[src/rtl/keypad_scan_encoder_pkg.sv]
// Shared types and constants for the 4x4 keypad scanner: FSM states, key map
// and row-pattern helpers.
package keypad_pkg;

  typedef enum logic [1:0] {
    SCAN     = 2'd0,
    DEBOUNCE = 2'd1,
    EMIT     = 2'd2,
    HOLD     = 2'd3
  } state_t;

  localparam logic [3:0] KEY_STAR  = 4'hE;
  localparam logic [3:0] KEY_HASH  = 4'hF;
  localparam logic [3:0] ROWS_IDLE = 4'b1111;

  // Indexed [row][col]; row 3 holds '*', '0', '#', 'D'.
  localparam logic [3:0] KEY_MAP [4][4] = '{
    '{4'h1, 4'h2, 4'h3, 4'hA},
    '{4'h4, 4'h5, 4'h6, 4'hB},
    '{4'h7, 4'h8, 4'h9, 4'hC},
    '{4'hE, 4'h0, 4'hF, 4'hD}
  };

  function automatic logic single_low(input logic [3:0] rows);
    logic hit;
    case (rows)
      4'b1110, 4'b1101, 4'b1011, 4'b0111: hit = 1'b1;
      default:                            hit = 1'b0;
    endcase
    return hit;
  endfunction

  function automatic logic [1:0] low_index(input logic [3:0] rows);
    logic [1:0] idx;
    idx = 2'd0;
    for (int i = 0; i < 4; i++) begin
      if (!rows[i]) begin
        idx = 2'(i);
      end else begin
        idx = idx;
      end
    end
    return idx;
  endfunction

endpackage

[src/rtl/keypad_scan_encoder_sync.sv]
// Two-flop synchroniser for the asynchronous keypad rows; resets to the idle
// (all released) pattern so no phantom press is seen out of reset.
module keypad_sync #(
  parameter int WIDTH = 4
) (
  input  logic             clk,
  input  logic             reset,
  input  logic [WIDTH-1:0] d,
  output logic [WIDTH-1:0] q
);

  logic [WIDTH-1:0] stage1_r;
  logic [WIDTH-1:0] stage2_r;

  // Metastability filter: two back-to-back capture stages.
  always_ff @(posedge clk) begin
    if (reset) begin
      stage1_r <= {WIDTH{1'b1}};
      stage2_r <= {WIDTH{1'b1}};
    end else begin
      stage1_r <= d;
      stage2_r <= stage1_r;
    end
  end

  assign q = stage2_r;

endmodule

[src/rtl/keypad_scan_encoder.sv]
// 4x4 keypad scanner, debouncer and key encoder; one enter strobe per press.
// Optional macro KEYPAD_CLEAR_OUT_EN adds a `clear` strobe used for the '*' key.
module keypad_scan_encoder
  import keypad_pkg::*;
#(
  parameter int SCAN_DIV     = 4,
  parameter int DEBOUNCE_CNT = 8
) (
  input  logic       clk,
  input  logic       reset,
  input  logic [3:0] row_in,
  output logic [3:0] col_out,
  output logic [3:0] digit,
  output logic       enter
`ifdef KEYPAD_CLEAR_OUT_EN
  ,
  output logic       clear
`endif
);

  localparam int DIV_W = (SCAN_DIV > 1) ? $clog2(SCAN_DIV) : 1;
  localparam int DEB_W = $clog2(DEBOUNCE_CNT + 1);
  localparam logic [DIV_W-1:0] DIV_LAST = DIV_W'(SCAN_DIV - 1);
  localparam logic [DEB_W-1:0] DEB_LAST = DEB_W'(DEBOUNCE_CNT - 1);

  logic [3:0]       row_s;
  state_t           state_r,   state_nx;
  logic [1:0]       col_idx_r, col_idx_nx;
  logic [DIV_W-1:0] div_cnt_r, div_cnt_nx;
  logic [DEB_W-1:0] deb_cnt_r, deb_cnt_nx;
  logic [3:0]       pat_r,     pat_nx;
  logic [1:0]       key_row_r, key_row_nx;
  logic [3:0]       col_out_r;
  logic [3:0]       digit_r,   digit_nx;
  logic             enter_r,   enter_nx;
  logic [3:0]       code_s;
`ifdef KEYPAD_CLEAR_OUT_EN
  logic             clear_r,   clear_nx;
`endif

  keypad_sync #(.WIDTH(4)) u_sync (
    .clk   (clk),
    .reset (reset),
    .d     (row_in),
    .q     (row_s)
  );

  assign code_s = KEY_MAP[key_row_r][col_idx_r];

  // Next-state logic: scan columns, debounce the latched pattern, emit, wait for release.
  always_comb begin
    state_nx   = state_r;
    col_idx_nx = col_idx_r;
    div_cnt_nx = div_cnt_r;
    deb_cnt_nx = deb_cnt_r;
    pat_nx     = pat_r;
    key_row_nx = key_row_r;
    case (state_r)
      SCAN: begin
        if (div_cnt_r == DIV_LAST) begin
          div_cnt_nx = '0;
          if (single_low(row_s)) begin
            state_nx   = DEBOUNCE;
            pat_nx     = row_s;
            key_row_nx = low_index(row_s);
            deb_cnt_nx = '0;
          end else begin
            col_idx_nx = col_idx_r + 2'd1;
          end
        end else begin
          div_cnt_nx = div_cnt_r + DIV_W'(1);
        end
      end
      DEBOUNCE: begin
        if (row_s != pat_r) begin
          state_nx   = SCAN;
          col_idx_nx = col_idx_r + 2'd1;
          div_cnt_nx = '0;
          deb_cnt_nx = '0;
        end else if (deb_cnt_r == DEB_LAST) begin
          state_nx   = EMIT;
          deb_cnt_nx = '0;
        end else begin
          deb_cnt_nx = deb_cnt_r + DEB_W'(1);
        end
      end
      EMIT: begin
        state_nx   = HOLD;
        deb_cnt_nx = '0;
      end
      HOLD: begin
        // Only an unbroken run of idle cycles counts as a release.
        if (row_s != ROWS_IDLE) begin
          deb_cnt_nx = '0;
        end else if (deb_cnt_r == DEB_LAST) begin
          state_nx   = SCAN;
          col_idx_nx = 2'd0;
          div_cnt_nx = '0;
          deb_cnt_nx = '0;
        end else begin
          deb_cnt_nx = deb_cnt_r + DEB_W'(1);
        end
      end
      default: begin
        state_nx   = SCAN;
        col_idx_nx = 2'd0;
        div_cnt_nx = '0;
        deb_cnt_nx = '0;
      end
    endcase
  end

  // Output strobes, registered so they line up with the EMIT state.
  always_comb begin
    enter_nx = 1'b0;
    digit_nx = digit_r;
`ifdef KEYPAD_CLEAR_OUT_EN
    clear_nx = 1'b0;
    if (state_nx == EMIT) begin
      if (code_s == KEY_STAR) begin
        clear_nx = 1'b1;
      end else begin
        enter_nx = 1'b1;
        digit_nx = code_s;
      end
    end else begin
      clear_nx = 1'b0;
    end
`else
    if (state_nx == EMIT) begin
      enter_nx = 1'b1;
      digit_nx = code_s;
    end else begin
      enter_nx = 1'b0;
    end
`endif
  end

  // State and output registers.
  always_ff @(posedge clk) begin
    if (reset) begin
      state_r   <= SCAN;
      col_idx_r <= 2'd0;
      div_cnt_r <= '0;
      deb_cnt_r <= '0;
      pat_r     <= ROWS_IDLE;
      key_row_r <= 2'd0;
      col_out_r <= 4'b1110;
      digit_r   <= 4'h0;
      enter_r   <= 1'b0;
`ifdef KEYPAD_CLEAR_OUT_EN
      clear_r   <= 1'b0;
`endif
    end else begin
      state_r   <= state_nx;
      col_idx_r <= col_idx_nx;
      div_cnt_r <= div_cnt_nx;
      deb_cnt_r <= deb_cnt_nx;
      pat_r     <= pat_nx;
      key_row_r <= key_row_nx;
      col_out_r <= ~(4'b0001 << col_idx_nx);
      digit_r   <= digit_nx;
      enter_r   <= enter_nx;
`ifdef KEYPAD_CLEAR_OUT_EN
      clear_r   <= clear_nx;
`endif
    end
  end

  assign col_out = col_out_r;
  assign digit   = digit_r;
  assign enter   = enter_r;
`ifdef KEYPAD_CLEAR_OUT_EN
  assign clear   = clear_r;
`endif

endmodule

[config.mk]
export PLATFORM = sky130hd
export DESIGN_NAME = keypad_scan_encoder
export DESIGN_NICKNAME = d
export VERILOG_FILES = /design/src/rtl/keypad_scan_encoder_pkg.sv /design/src/rtl/keypad_scan_encoder_sync.sv /design/src/rtl/keypad_scan_encoder.sv
export SDC_FILE = /design/constraint.sdc
export NUM_CORES = 1
export LEC_CHECK = 0
export BUFFER_PORTS_ARGS = -buffer_cell sky130_fd_sc_hd__buf_2
export CAP_MARGIN = 10
export CELL_PAD_IN_SITES_DETAIL_PLACEMENT = 1
export CELL_PAD_IN_SITES_GLOBAL_PLACEMENT = 2
export CORE_AREA = 2 2 67 69
export DETAILED_ROUTE_END_ITERATION = 8
export DIE_AREA = 0 0 69 71
export PLACE_DENSITY = 0.91
export SLEW_MARGIN = 0
export SYNTH_ARGS = -nofsm -noshare
export SYNTH_HDL_FRONTEND = slang
export SYNTH_SLANG_ARGS = --single-unit
[constraint.sdc]
create_clock -name clk -period 5.7 [get_ports clk]
set_clock_uncertainty 0.15 [all_clocks]
set_input_delay 0.855 -clock clk [delete_from_list [all_inputs] [get_ports clk]]
set_output_delay 0.855 -clock clk [all_outputs]
set_load 0.005 [all_outputs]
Word level (Yosys, flattened, before mapping)

Cells that the tools add are included.
Widths: inputs -> output; s select.

Flip-flop bits (word level): 33
Bits of input ports: 6
Output and inout port bits: 9

$add $sub $neg: 3
Order comparisons: 2
Equal/unequal tests: 17
Shifts and indexed selects: 1
Multiplexer cells: 37
Bitwise gates (word level): 3
Reduce and logical (&&, ||, !) cells: 6

Operators with widths:

| cell                | count |
|---|---|
| $mux 2              | 17 |
| $bmux 16 s2         | 1 |
| $mux 16             | 2 |
| $mux 4              | 7 |
| $pmux 4 s4          | 1 |
| $eq 4x4->1 const B  | 3 |
| $pmux 2 s3          | 2 |
| $ne 2x2->1 const B  | 5 |
| $bmux 4 s2          | 1 |
| $eq 2x2->1 const B  | 4 |
| $eq 4x3->1 const B  | 2 |
| $pmux 2 s4          | 1 |
| $ge 3x3->1 const B  | 2 |
| $not 2->3           | 2 |
| $mux 1              | 5 |
| $add 2x1->2 const B | 2 |
| $add 4x1->4 const B | 1 |
| $ne 4x4->1          | 1 |
| $ne 4x4->1 const B  | 1 |
| $not 4->4           | 1 |
| $reduce_and 4->1    | 1 |
| $reduce_or 4->1     | 1 |
| $shl 1x2->4 const A | 1 |
| $reduce_and 3->1    | 1 |
| 4 further kinds     | 4 |

Longest topological paths before layout

Depth in word-level cells: 10
Gate-level depth with buffers: 7

Modules after synthesis

Synthesis repeated with hierarchy kept, for this count alone.

Cell total of the unflattened synthesis: 171
Area total of the unflattened synthesis: 1536.5 um^2

Modules (own cells, without submodules):

| module              | times used | cells each | area each (um^2) |
|---|---|---|---|
| keypad_scan_encoder | 1          | 155        | 1326.3 |
| keypad_sync         | 1          | 16         | 210.2 |

Worst setup path after synthesis

No wires, ideal clock.

Path type: flip-flop to flip-flop
From: reg u_sync.stage2_r[2], in the netlist u_sync.q[2]
To: reg digit_r[3], in the netlist digit[3]
Setup time: 0.067 ns
Arrival: 1.649 ns
Required time: 5.483 ns
Path slack: 3.833 ns
Stages on the path, launching flop included: 8
Clock period less this slack: 1.867 ns
Cells stage by stage: dfxtp_1 buf_6 xnor2_2 nand4_1 or3_1 buf_6 or3_4 a21oi_2

Cells in the longest elaborated chain, start to end: 9
Elaborated cells between the ends (all ways): 16
Those cells by class: 7 x eq/ne; 8 x mux; 1 x reduce/logical

Ends and longest elaborated chain:

| item                                     | line                           | RTL |
|---|---|---|
| from (decl)                              | keypad_scan_encoder_sync.sv:13 | `logic [WIDTH-1:0] stage2_r;` |
| from (signal assigned)                   | keypad_scan_encoder_sync.sv:19 | `stage2_r <= {WIDTH{1'b1}};` |
| from (signal assigned)                   | keypad_scan_encoder_sync.sv:22 | `stage2_r <= stage1_r;` |
| $eq 4x4->1 or $eq 4x3->1 (tied branches) | keypad_scan_encoder_pkg.sv:26  | `case (rows)` |
| $reduce_or 4->1                          | keypad_scan_encoder_pkg.sv:26  |  |
| $mux 1                                   | keypad_scan_encoder_pkg.sv:26  |  |
| $mux 1                                   | keypad_scan_encoder.sv:60      | `if (div_cnt_r == DIV_LAST) begin` |
| $mux 1                                   | keypad_scan_encoder.sv:58      | `case (state_r)` |
| $mux 2                                   | keypad_scan_encoder.sv:62      | `if (single_low(row_s)) begin` |
| $mux 2                                   | keypad_scan_encoder.sv:60      |  |
| $pmux 2 s4 (*)                           | keypad_scan_encoder.sv:58      |  |
| $eq 2x2->1 (*)                           | keypad_scan_encoder.sv:130     | `if (state_nx == EMIT) begin` |
| to (signal assigned)                     | keypad_scan_encoder.sv:162     | `digit_r <= digit_nx;` |
| to (decl)                                | keypad_scan_encoder.sv:34      | `logic [3:0] digit_r, digit_nx;` |

Mark *: on every way between the ends. The rest lies on a longest branch, timed or not. The select of a mux whose other input is x is not followed.
A chain may end at the register's enable or synchronous reset.

Worst setup path after layout

From: reg deb_cnt_r[0]
To: reg col_idx_r[0]

Cells in the longest elaborated chain, start to end: 4

Ends and longest elaborated chain:

| item                   | line                       | RTL |
|---|---|---|
| from (decl)            | keypad_scan_encoder.sv:30  | `logic [DEB_W-1:0] deb_cnt_r, deb_cnt_nx;` |
| from (signal assigned) | keypad_scan_encoder.sv:158 | `deb_cnt_r <= deb_cnt_nx;` |
| $eq 4x3->1             | keypad_scan_encoder.sv:95  | `end else if (deb_cnt_r == DEB_LAST) begin` |
| $mux 2                 | keypad_scan_encoder.sv:95  |  |
| $mux 2                 | keypad_scan_encoder.sv:93  | `if (row_s != ROWS_IDLE) begin` |
| $pmux 2 s3             | keypad_scan_encoder.sv:58  |  |
| to (signal assigned)   | keypad_scan_encoder.sv:156 | `col_idx_r <= col_idx_nx;` |
| to (decl)              | keypad_scan_encoder.sv:28  | `logic [1:0] col_idx_r, col_idx_nx;` |

Every way passes these cells.

==> results.py <==
metrics = {
    "synthesis": {
        "netlist-cell-type-count": 42,
        "postSynthCellCount": 168,
        "synth_warn": 0,
        "netlist.top_cell.by_area": "dfxtp_1",
        "yosys_most_used_dff": "dfxtp_1",
        "yosysMostFrequentCell": "dfxtp_1",
        "synth.area.top_cells": "dfxtp_1, mux2i_1, nand2_1, or2_2, xnor2_2",
        "synth_sequential_area_ratio_pct": 42.79,
        "synth_enable_flop_cells": 0,
        "syn_area_mm2": 0.001544,
        "ys_async_sr_fraction_pct": 0,
        "synth_fp_nets": 176,
        "fraction_of_post_synthesis_cell_area_in_the_top_cell_type_by_area_pct": 42.79,
        "synthTopCellsByCount": "dfxtp_1, nand2_1, nor2_1",
        "postSynthRegisterBits": 33,
        "avgSynthCellArea_um2": 9.190,
    },
    "power_and_ir_drop": {
        "cellPowerDensity_mw_per_mm2": 274.2,
        "clock_power_share_pct": 37.8,
        "power_leakage_nw": 0.7009,
        "power_switching_share_pct": 23.91,
        "power.internal_mw": 0.3533,
        "power.combinational.fraction_pct": 9.2,
        "peakVddDrop_uv": 166.9,
        "power_switching_mw": 0.1110,
        "power.share.sequential_pct": 53.0,
    },
    "placement": {
        "postPlaceCellArea_mm2": 0.001607,
        "port-buffer-count": 14,
        "gp_congestion": 0.8115,
        "hpwlAfterDp_um": 2384,
    },
    "finish": {
        "stdcell_area_mm2": 0.001693,
        "fin_nets": 186,
        "area_growth_syn_to_layout_pct": 9.643,
        "antennaDiodeCount": 0,
        "layout_cell_share_with_drive_strength_beyond_1_pct": 21.35,
        "fillers": 524,
    },
    "routing": {
        "routed_wire_length_per_instance_um": 14.23,
        "detailedRoute.firstIterationViolations": 59,
        "finalWirelength_um": 3273,
        "via_count": 1218,
        "viasPerCell": 5.296,
        "drt.antenna.violating_nets": 0,
        "detailedRoute.firstPassIterationCount": 4,
        "remaining_drc_errors": 0,
    },
    "global_routing": {
        "global_route_wire_length_before_repair_um": 5602,
        "first_global_vias": 1189,
        "grt_antenna_before_repair": 0,
        "gr-usage-all-layers_pct": 14.44,
        "grt_start_max_net_pins": 29,
        "grt_remaining_overflow": 0,
    },
    "timing": {
        "setup_viol": 0,
        "final-max-slew-violation-count": 0,
        "tns_ns": 0,
        "layout_min_cycle_time_ns": 2.296,
        "setup_repair_after_global_routing_missed_its_margin": "false",
        "fmaxAchievable_mhz": 435.6,
        "relSlewSlack_pct": 42.54,
        "worst_pin_slew_ns": 0.8602,
        "finalCritPeriodShare_pct": 40.27,
        "hold_viol_final": 0,
    },
    "setup_path": {
        "setup.worst_path.start_class": "flip-flop",
        "timing.critical_path.slowest_cell_delay_ns": 0.44,
        "worst_path_max_delay_cell": "o31ai_1",
        "timing.critical_path.arrival_ns": 2.29,
        "cp_max_fo": 5,
        "critPathTopFamily": "compound AO/OA/AOI/OAI gates",
        "critPathBufInv": 0,
        "worstSetupPathType": "flip-flop to flip-flop",
        "worstPathRequired_ns": 5.70,
        "critical-path-top-cell-by-count": "o21ai_0",
        "worstSetupEndpointType": "flip-flop",
        "cp_cell_sequence": "ha_1 > nand3b_1 > o31ai_1 > o21ai_0 > o21ai_0 > a21oi_1",
    },
    "run": {
        "drv.max_cap_violation_count": 0,
    },
    "floorplan": {
        "fp.dieH_um": 71,
        "floorplan.initialDensity_pct": 36.73,
        "io_pins": 15,
        "dieWidth_um": 69,
        "std_cell_rows": 24,
        "die_outline_area_mm2": 0.004899,
        "core_area_mm2": 0.004204,
    },
    "clocking": {
        "cts.repair_timing.setup_buffer_count": 0,
        "tritoncts_buffer_count": 5,
        "clk_pin_slew_worst_paths_ns": 0.07,
        "cts.root.buffer_cell": "clkbuf_8",
        "cts_tree": "built",
        "ctsHtreeMaxLevel": 2,
        "cts_resized": 0,
        "cts_buffer_depth": 2,
        "insertion_delay_ns": 0.28,
        "cts_hold_repair.buffers": 0,
        "clock_sinks": 33,
    },
    "hold_path": {
        "holdCritPathClass": "flip-flop to flip-flop",
    },
    "status": {
        "run_status": "completed",
    },
}
## cells by family after synthesis
kind of cell             Yosys count  synth area share [%]
AO/OA/AOI/OAI                     42                 19.37
XOR/XNOR                           5                 4.295
adder cells (fa/ha/maj)            2                 1.620
buffers and inverters             16                 5.915
flip-flops                        33                 42.79
multiplexers                       8                 5.187
AND/OR/NAND/NOR                   62                 20.83
## metrics by stage
stage                     utilization (%)  setup slack [ns]  hold WS [ns]  power [mW]  std cells
after floorplan                         -             3.833        0.2395      0.2840        168
after global placement              38.21             3.534        0.2428      0.2914        223
after detailed placement            38.21             3.422        0.2453      0.2940        223
after CTS                           40.27             3.406        0.2598      0.4689        230
after global routing                40.27             3.172        0.2748      0.4894        230
final                               40.27             3.404        0.2584      0.4643        230
## power groups by stage
stage	logic, mW	clock network [mW]	registers (mW)
detailed placement	0.0428	0	0.251
global route	0.0479	0.194	0.247
floorplan	0.0368	0	0.247
global placement	0.0410	0	0.250
CTS	0.0433	0.180	0.246
finish	0.0429	0.175	0.246
## cell type report
cell class                 count  area (um2)  area share (%)
multi-input combinational    119       792.0           46.79
sequential                    33       660.6           39.02
clock buffer                   7       86.33           5.100
timing repair buffer          14       70.07           4.139
tap                           52       65.06           3.843
inverter                       5       18.77           1.109
## layer usage
metal	part of all wire, %	vias up	track usage [%]
met5	0	-	0
met4	1.7	0	6.318
met3	4.7	7	4.416
met2	48	24	24.15
met1	45	584	17.20
li1	-	603	-
## sequential cells by signal (all words and copies together), names as in the netlist
name,cells
key_row_r,2
div_cnt_r,2
u_sync.stage1_r,4
state_r,2
pat_r,4
digit,4
col_idx_r,2
u_sync.q,4
col_out,4
enter,1
deb_cnt_r,4
## layout by cell type (no fill, tap or decap), types with 2 or more instances in the layout
| cell | Yosys | layout |
|---|---|---|
| mux2i_1 | 8 | 8 |
| or2_2 | 8 | 8 |
| xnor2_2 | 3 | 3 |
| a21oi_1 | 8 | 8 |
| o21ai_0 | 9 | 9 |
| buf_2 | 1 | 14 |
| o31a_1 | 3 | 3 |
| nand2b_1 | 5 | 5 |
| ha_1 | 2 | 2 |
| xnor2_1 | 2 | 2 |
| nor2b_1 | 4 | 4 |
| nand3b_1 | 3 | 3 |
| dfxtp_1 | 33 | 33 |
| nor2_1 | 12 | 12 |
| o211ai_1 | 3 | 3 |
| clkbuf_8 | 0 | 6 |
| inv_1 | 5 | 5 |
| o31ai_1 | 3 | 3 |
| a31o_2 | 2 | 2 |
| nand2_1 | 16 | 16 |
| nor3_1 | 2 | 2 |
| nand3_1 | 7 | 7 |
## path summary, 6_finish.rpt
check	end	cells after the start	slack, ns	startpoint
max	col_idx_r[0]$_SDFF_PP0_	6	3.40	deb_cnt_r[0]$_SDFFE_PP0P_
min reg2reg	u_sync.q[0]$_SDFF_PP1_	1	0.26	u_sync.stage1_r[0]$_SDFF_PP1_
max reg2reg	col_idx_r[0]$_SDFF_PP0_	6	3.40	deb_cnt_r[0]$_SDFFE_PP0P_
min	u_sync.q[0]$_SDFF_PP1_	1	0.26	u_sync.stage1_r[0]$_SDFF_PP1_
## worst register-to-register path: cells and delay by family, from the launching register on
kind | cells | cell delay (ns)
AO/OA/AOI/OAI | 4 | 1.26
adder cells (fa/ha/maj) | 1 | 0.22
AND/OR/NAND/NOR | 1 | 0.15
flip-flops | 1 | 0.38
Note: power is estimated with default switching activity, not from simulation.
